<file path="src/rtl/alu_multicycle.sv">
// alu_multicycle: ALU with registered result and flags.
// Logic and arithmetic opcodes complete in one cycle. Shifts by s>0 run one bit
// per cycle through an internal register. Define ALU_BARREL_EN to replace the
// iterative shifter with a single-cycle barrel shifter; busy_o then stays 0.
module alu_multicycle #(
  parameter int unsigned WIDTH = 32,
  parameter int unsigned SHW   = $clog2(WIDTH)
) (
  input  logic             clk_i,
  input  logic             rst_i,
  input  logic             start_i,
  input  logic [WIDTH-1:0] a_i,
  input  logic [WIDTH-1:0] b_i,
  input  logic [3:0]       operacion_i,
  output logic [WIDTH-1:0] resultado_o,
  output logic             busy_o,
  output logic             done_o,
  output logic             zero_o,
  output logic             c_o,
  output logic             ovf_o
);

  localparam logic [3:0] OP_AND  = 4'b0000;
  localparam logic [3:0] OP_OR   = 4'b0001;
  localparam logic [3:0] OP_ADD  = 4'b0010;
  localparam logic [3:0] OP_SLT  = 4'b0011;
  localparam logic [3:0] OP_XOR  = 4'b0100;
  localparam logic [3:0] OP_SLTU = 4'b0101;
  localparam logic [3:0] OP_SUB  = 4'b0110;
  localparam logic [3:0] OP_SRL  = 4'b0111;
  localparam logic [3:0] OP_SLL  = 4'b1000;
  localparam logic [3:0] OP_SRA  = 4'b1001;

  typedef enum logic {
    IDLE  = 1'b0,
    SHIFT = 1'b1
  } state_t;

  state_t r_state, w_state_nxt;

  // Shift engine registers (operand copy, remaining shifts, latched opcode)
  logic [WIDTH-1:0] r_sh, w_sh_nxt;
  logic [SHW-1:0]   r_cnt, w_cnt_nxt;
  logic [3:0]       r_op, w_op_nxt;

  // Output registers
  logic [WIDTH-1:0] r_res, w_res_nxt;
  logic             r_zero, w_zero_nxt;
  logic             r_c, w_c_nxt;
  logic             r_ovf, w_ovf_nxt;
  logic             r_busy, w_busy_nxt;
  logic             r_done, w_done_nxt;

  // Single-cycle datapath
  logic [SHW-1:0]   w_shamt;
  logic             w_is_shift;
  logic             w_iter_shift;
  logic [WIDTH:0]   w_add;
  logic [WIDTH:0]   w_sub;
  logic             w_add_ovf;
  logic             w_sub_ovf;
  logic             w_slt;
  logic             w_sltu;
  logic [WIDTH-1:0] w_shift_imm;
  logic [WIDTH-1:0] w_alu_res;
  logic             w_alu_c;
  logic             w_alu_ovf;
  logic [WIDTH-1:0] w_first;
  logic [WIDTH-1:0] w_step;

  // One-bit shift step; the opcode selects fill direction and fill value
  function automatic logic [WIDTH-1:0] f_shift1(input logic [WIDTH-1:0] v,
                                                 input logic [3:0]       op);
    logic [WIDTH-1:0] r;
    case (op)
      OP_SLL:  r = {v[WIDTH-2:0], 1'b0};
      OP_SRA:  r = {v[WIDTH-1], v[WIDTH-1:1]};
      default: r = {1'b0, v[WIDTH-1:1]};
    endcase
    return r;
  endfunction

  assign w_shamt    = b_i[SHW-1:0];
  assign w_is_shift = (operacion_i == OP_SRL) || (operacion_i == OP_SLL) ||
                      (operacion_i == OP_SRA);

  // Adder and subtractor share the carry/overflow rules: SUB is a + ~b + 1
  assign w_add     = {1'b0, a_i} + {1'b0, b_i};
  assign w_sub     = {1'b0, a_i} + {1'b0, ~b_i} + (WIDTH+1)'(1);
  assign w_add_ovf = (a_i[WIDTH-1] == b_i[WIDTH-1]) &&
                     (w_add[WIDTH-1] != a_i[WIDTH-1]);
  assign w_sub_ovf = (a_i[WIDTH-1] == ~b_i[WIDTH-1]) &&
                     (w_sub[WIDTH-1] != a_i[WIDTH-1]);
  assign w_slt     = w_sub[WIDTH-1] ^ w_sub_ovf;
  assign w_sltu    = ~w_sub[WIDTH];

`ifdef ALU_BARREL_EN
  // Barrel shifter: every shift amount finishes in the accepting cycle
  assign w_iter_shift = 1'b0;

  // Combinational barrel shift of the live operand
  always_comb begin
    w_shift_imm = a_i >> w_shamt;
    case (operacion_i)
      OP_SLL:  w_shift_imm = a_i << w_shamt;
      OP_SRA:  w_shift_imm = $signed(a_i) >>> w_shamt;
      default: w_shift_imm = a_i >> w_shamt;
    endcase
  end
`else
  // Iterative shifter: only a zero shift amount completes immediately
  assign w_iter_shift = w_is_shift && (w_shamt != '0);
  assign w_shift_imm  = a_i;
`endif

  // Result and flags for operations that finish in the accepting cycle
  always_comb begin
    w_alu_res = '0;
    w_alu_c   = 1'b0;
    w_alu_ovf = 1'b0;
    if (w_is_shift) begin
      w_alu_res = w_shift_imm;
    end else begin
      case (operacion_i)
        OP_AND:  w_alu_res = a_i & b_i;
        OP_OR:   w_alu_res = a_i | b_i;
        OP_XOR:  w_alu_res = a_i ^ b_i;
        OP_ADD: begin
          w_alu_res = w_add[WIDTH-1:0];
          w_alu_c   = w_add[WIDTH];
          w_alu_ovf = w_add_ovf;
        end
        OP_SUB: begin
          w_alu_res = w_sub[WIDTH-1:0];
          w_alu_c   = w_sub[WIDTH];
          w_alu_ovf = w_sub_ovf;
        end
        OP_SLT:  w_alu_res = WIDTH'(w_slt);
        OP_SLTU: w_alu_res = WIDTH'(w_sltu);
        default: w_alu_res = '0;
      endcase
    end
  end

  assign w_first = f_shift1(a_i, operacion_i);
  assign w_step  = f_shift1(r_sh, r_op);

  // Next-state and next-output decode
  always_comb begin
    w_state_nxt = r_state;
    w_sh_nxt    = r_sh;
    w_cnt_nxt   = r_cnt;
    w_op_nxt    = r_op;
    w_res_nxt   = r_res;
    w_zero_nxt  = r_zero;
    w_c_nxt     = r_c;
    w_ovf_nxt   = r_ovf;
    w_busy_nxt  = 1'b0;
    w_done_nxt  = 1'b0;
    case (r_state)
      IDLE: begin
        if (start_i) begin
          if (w_iter_shift) begin
            // The accepting edge already performs the first shift
            w_op_nxt  = operacion_i;
            w_sh_nxt  = w_first;
            w_cnt_nxt = w_shamt - SHW'(1);
            if (w_shamt == SHW'(1)) begin
              w_res_nxt  = w_first;
              w_zero_nxt = (w_first == '0);
              w_c_nxt    = 1'b0;
              w_ovf_nxt  = 1'b0;
              w_done_nxt = 1'b1;
            end else begin
              w_state_nxt = SHIFT;
              w_busy_nxt  = 1'b1;
            end
          end else begin
            w_res_nxt  = w_alu_res;
            w_zero_nxt = (w_alu_res == '0);
            w_c_nxt    = w_alu_c;
            w_ovf_nxt  = w_alu_ovf;
            w_done_nxt = 1'b1;
          end
        end
      end
      SHIFT: begin
        // start_i is deliberately not looked at here: no queueing
        w_sh_nxt  = w_step;
        w_cnt_nxt = r_cnt - SHW'(1);
        if (r_cnt == SHW'(1)) begin
          w_state_nxt = IDLE;
          w_res_nxt   = w_step;
          w_zero_nxt  = (w_step == '0);
          w_c_nxt     = 1'b0;
          w_ovf_nxt   = 1'b0;
          w_done_nxt  = 1'b1;
        end else begin
          w_busy_nxt = 1'b1;
        end
      end
      default: w_state_nxt = IDLE;
    endcase
  end

  // State register
  always_ff @(posedge clk_i or posedge rst_i) begin
    if (rst_i) begin
      r_state <= IDLE;
    end else begin
      r_state <= w_state_nxt;
    end
  end

  // Shift engine and output registers; reset aborts any shift in flight
  always_ff @(posedge clk_i or posedge rst_i) begin
    if (rst_i) begin
      r_sh   <= '0;
      r_cnt  <= '0;
      r_op   <= '0;
      r_res  <= '0;
      r_zero <= 1'b0;
      r_c    <= 1'b0;
      r_ovf  <= 1'b0;
      r_busy <= 1'b0;
      r_done <= 1'b0;
    end else begin
      r_sh   <= w_sh_nxt;
      r_cnt  <= w_cnt_nxt;
      r_op   <= w_op_nxt;
      r_res  <= w_res_nxt;
      r_zero <= w_zero_nxt;
      r_c    <= w_c_nxt;
      r_ovf  <= w_ovf_nxt;
      r_busy <= w_busy_nxt;
      r_done <= w_done_nxt;
    end
  end

  assign resultado_o = r_res;
  assign zero_o      = r_zero;
  assign c_o         = r_c;
  assign ovf_o       = r_ovf;
  assign busy_o      = r_busy;
  assign done_o      = r_done;

endmodule

</file>
<file path="config.mk">
export PLATFORM = sky130hd
export DESIGN_NAME = alu_multicycle
export DESIGN_NICKNAME = d
export VERILOG_FILES = /design/src/rtl/alu_multicycle.sv
export SDC_FILE = /design/constraint.sdc
export NUM_CORES = 1
export LEC_CHECK = 0
export CAP_MARGIN = 20
export CORE_ASPECT_RATIO = 2
export CORE_MARGIN = 1
export CORE_UTILIZATION = 55
export CTS_BUF_LIST = sky130_fd_sc_hd__clkbuf_8
export DETAILED_ROUTE_END_ITERATION = 10
export GPL_TIMING_DRIVEN = 1
export PLACE_DENSITY = 0.87
export REMOVE_ABC_BUFFERS = 1
export SLEW_MARGIN = 20
export SYNTH_ARGS = -nofsm -noshare
export SYNTH_HDL_FRONTEND = slang
export SYNTH_SLANG_ARGS = --single-unit
</file>
<file path="constraint.sdc">
create_clock -name clk_i -period 7.9 [get_ports clk_i]
set_input_delay 0.79 -clock clk_i [delete_from_list [all_inputs] [get_ports clk_i]]
set_output_delay 0.79 -clock clk_i [all_outputs]
set_load 0.03 [all_outputs]
</file>
==> results_dict.tcl <==
set metrics [dict create \
    slew_violations 0 \
    path_max_fanout 7 \
    yosysSeqAreaShare_pct 17.6 \
    grt_max_degree 80 \
    cts_tree "built" \
    timing_worst_setup_path_type "in2reg" \
    place_hpwl_mm 35.1 \
    status "complete, but fails checks" \
    ir_drop_mv 0.323 \
    cp_slowest_stage_delay_ns 1.13 \
    arrival_ns 5.92 \
    final_area_mm2 0.0123 \
    overflow 0 \
    place.gp.congestion 1.01 \
    htree_num_levels 3 \
    top_layer_used "met4" \
    wirelength_met1_mm 15.7 \
    placed_area_mm2 0.0121 \
    worst-endpoint-required_ns 8.18 \
    crit_slowest_cell "o311ai_0" \
    ant_nets 0 \
    yosys_warnings 0 \
    yosys_most_used_dff "dfrtp_1" \
    finalSetupViolations 0 \
    netlist.area_leader.share_pct 17.6 \
    num-fill-cells 1909 \
    cts_buffer_depth 2 \
    crit_path_start_kind "input port" \
    drive_gt1_share_pct 6.62 \
    syn_area_mm2 0.0111 \
    cap_violations 0 \
    dr_total_vias 12800 \
    antenna_found_initial 2 \
    dieWidth_um 102 \
    fin_skew_ns 0.0124 \
    grt_use_total_pct 45.5 \
    pin_count 108 \
    hold_viol 0 \
    placementRows 73 \
    min_path_cells 2 \
    endpoint_kind "flip-flop" \
    failed_checks "design-rule violations" \
    holdBufCountCts 0 \
    fmax_ghz 0.177 \
    start_util_pct 55.9 \
    p_leak_uw 0.00513 \
    grt_pass1_wl_mm 71.2 \
    first_iter_violations 1317 \
    clkSinkCount 78 \
    met3_length_mm 4.21 \
    wire_per_inst_um 25.3 \
    cp_common_cell "o311ai_0" \
    worstMarginPinSlew_ns 1.29 \
    post_cts_resized 0 \
    synthDistinctLibCells 93 \
    period_minus_slack_ns 5.64 \
    async_flop_share_pct 100 \
    slew-limit-headroom_pct 13.1 \
    rsz0062_at_grt "no" \
    path_cells "clkdlybuf4s50_1, inv_1, fa_1, nor2_1, o311ai_2, a2111oi_2, o21ai_1, o311ai_0, a211oi_1, a21oi_1, o311ai_0, or4_1, o31ai_2" \
    finalSetupTns_ns 0 \
    synthCells 1531 \
    clkLatencyLatePin_ns 0.38 \
    clkTransAtPathRegs_ns 0.08 \
    min_period_over_period_pct 71.4 \
    numCtsBuffers 9 \
    area_growth_pct 11.1 \
    port_buffers 107 \
    postCtsSetupRepairBufs 0 \
    yosys-top-cells-area "dfrtp_1, ha_1, a21oi_1" \
    cts-root-buf "clkbuf_8" \
    design.die.area_mm2 0.0208 \
    fin_nets 1751 \
    die_h_um 203 \
    reg2reg_depth 12 \
    routed-wl-met2_mm 22.2 \
    ys_seq_elements 78 \
    synth_edf_count 0 \
    grt_pass1_vias 12500 \
    synth.avg_cell_area_um2 7.24 \
    drt_wl_total_mm 46.5 \
    vias_per_cell 7.01 \
    core_area_mm2 0.0198 \
    hp-class "reg2reg" \
    power_density_mw_per_mm2 215 \
    yosysTopAreaCell "dfrtp_1" \
    drt_first_pass_iters 10 \
    post-route-drc-count 2 \
]
-- Yosys cell counts (9+ instances only) --
library cell and count:
a31oi_1 45, nand2_1 151, a21o_1 9, nand2b_1 18, a211oi_1 21, buf_2 18, dfrtp_1 78, nand4_1 14
xnor2_1 9, o21bai_1 9, inv_1 109, a2111oi_0 9, nor3_1 33, ha_1 112, a21oi_1 159, o31ai_1 21
a22oi_1 18, o211ai_1 29, nor2_1 172, mux2_2 31, o22ai_1 27, o21ai_0 82, nor4_1 28, nand3_1 28
clkbuf_8 12, or3_1 9, mux2i_1 35, o221ai_1 9, clkbuf_1 59
-- report_power, final --
| group | switching (uW) | leakage, uW | internal [uW] |
|---|---|---|---|
| clock | 155 | 0.0000997 | 153 |
| combinational | 988 | 0.00408 | 605 |
| sequential | 169 | 0.000953 | 577 |
| total | 1310 | 0.00513 | 1340 |
-- placed cells by master (no fill, tap or decap), drive strengths merged, types with 33 or more instances in the layout --
cell type and instances:
inv 111, clkdlybuf4s50 105, dfrtp 78, o21ai 86
mux2i 35, a21oi 159, ha 112, nor2 172
a31oi 45, nor3 33, nand2 151
-- flip-flops by register name (all words and copies together) (netlist names) --
name / cells
resultado_o: 32
r_op: 4
busy_o: 1
c_o: 1
ovf_o: 1
r_cnt: 5
done_o: 1
r_sh: 32
zero_o: 1
-- final timing paths --
path / endpoint / slack, ns / start
hold reg to reg: r_op[1] / 0.49 / r_op[1]
min in group asynchronous: resultado_o[26] / 1.01 / rst_i
hold / removal: r_op[1] / 0.49 / r_op[1]
setup / recovery: zero_o / 2.26 / a_i[1]
setup reg to reg: zero_o / 3.24 / r_cnt[1]
max in group asynchronous: busy_o / 6.17 / rst_i
-- critical path, delay by kind of cell --
kind / cells / cell delay, ns
adder cells (fa/ha/maj): 1 / 0.50
AND/OR/NAND/NOR: 2 / 0.75
buffers and inverters: 2 / 0.91
AO/OA/AOI/OAI: 8 / 2.97
-- layer usage --
| metal | vias to the layer above | global-route usage, % |
|---|---|---|
| li1 | 5694 | - |
| met1 | 6064 | 49.2 |
| met2 | 825 | 74.1 |
| met3 | 265 | 10.1 |
| met4 | 0 | 37.1 |
| met5 | - | 0 |
-- through the flow --
step	cells	hold WS, ns	total power [uW]	worst slack, ns	util [%]
6_report	1834	0.488	2650	2.26	62.1
5_1_grt	1834	0.535	2810	2.03	62.1
4_1_cts	1833	0.491	2610	2.42	62.1
3_5_place_dp	1817	0.472	2300	2.04	61.1
3_3_place_gp	1817	0.463	2260	1.78	61.1
2_1_floorplan	1429	0.451	1690	2.50	-
-- cells by family (layout without fill, tap and decap cells) --
group	Yosys count	count (layout)	synth area share, %
compound gates	539	539	32.0
simple gates	508	508	21.2
buf+inv	214	254	8.80
fa+ha+maj	114	114	13.0
flops	78	78	17.6
mux	67	67	6.51
xor+xnor	11	11	0.869
other cells	0	1	0
-- final cells by class --
class | instances | area, um2 | share of cell area [%]
multi-input combinational | 1239 | 8200 | 66.6
sequential | 78 | 1950 | 15.9
timing repair buffer | 126 | 1200 | 9.78
inverter | 112 | 422 | 3.43
tap | 262 | 328 | 2.66
clock buffer | 10 | 138 | 1.12
clock inverter | 6 | 62.6 | 0.508
antenna | 1 | 2.50 | 0.0203
(Power assumes the default switching activity.)
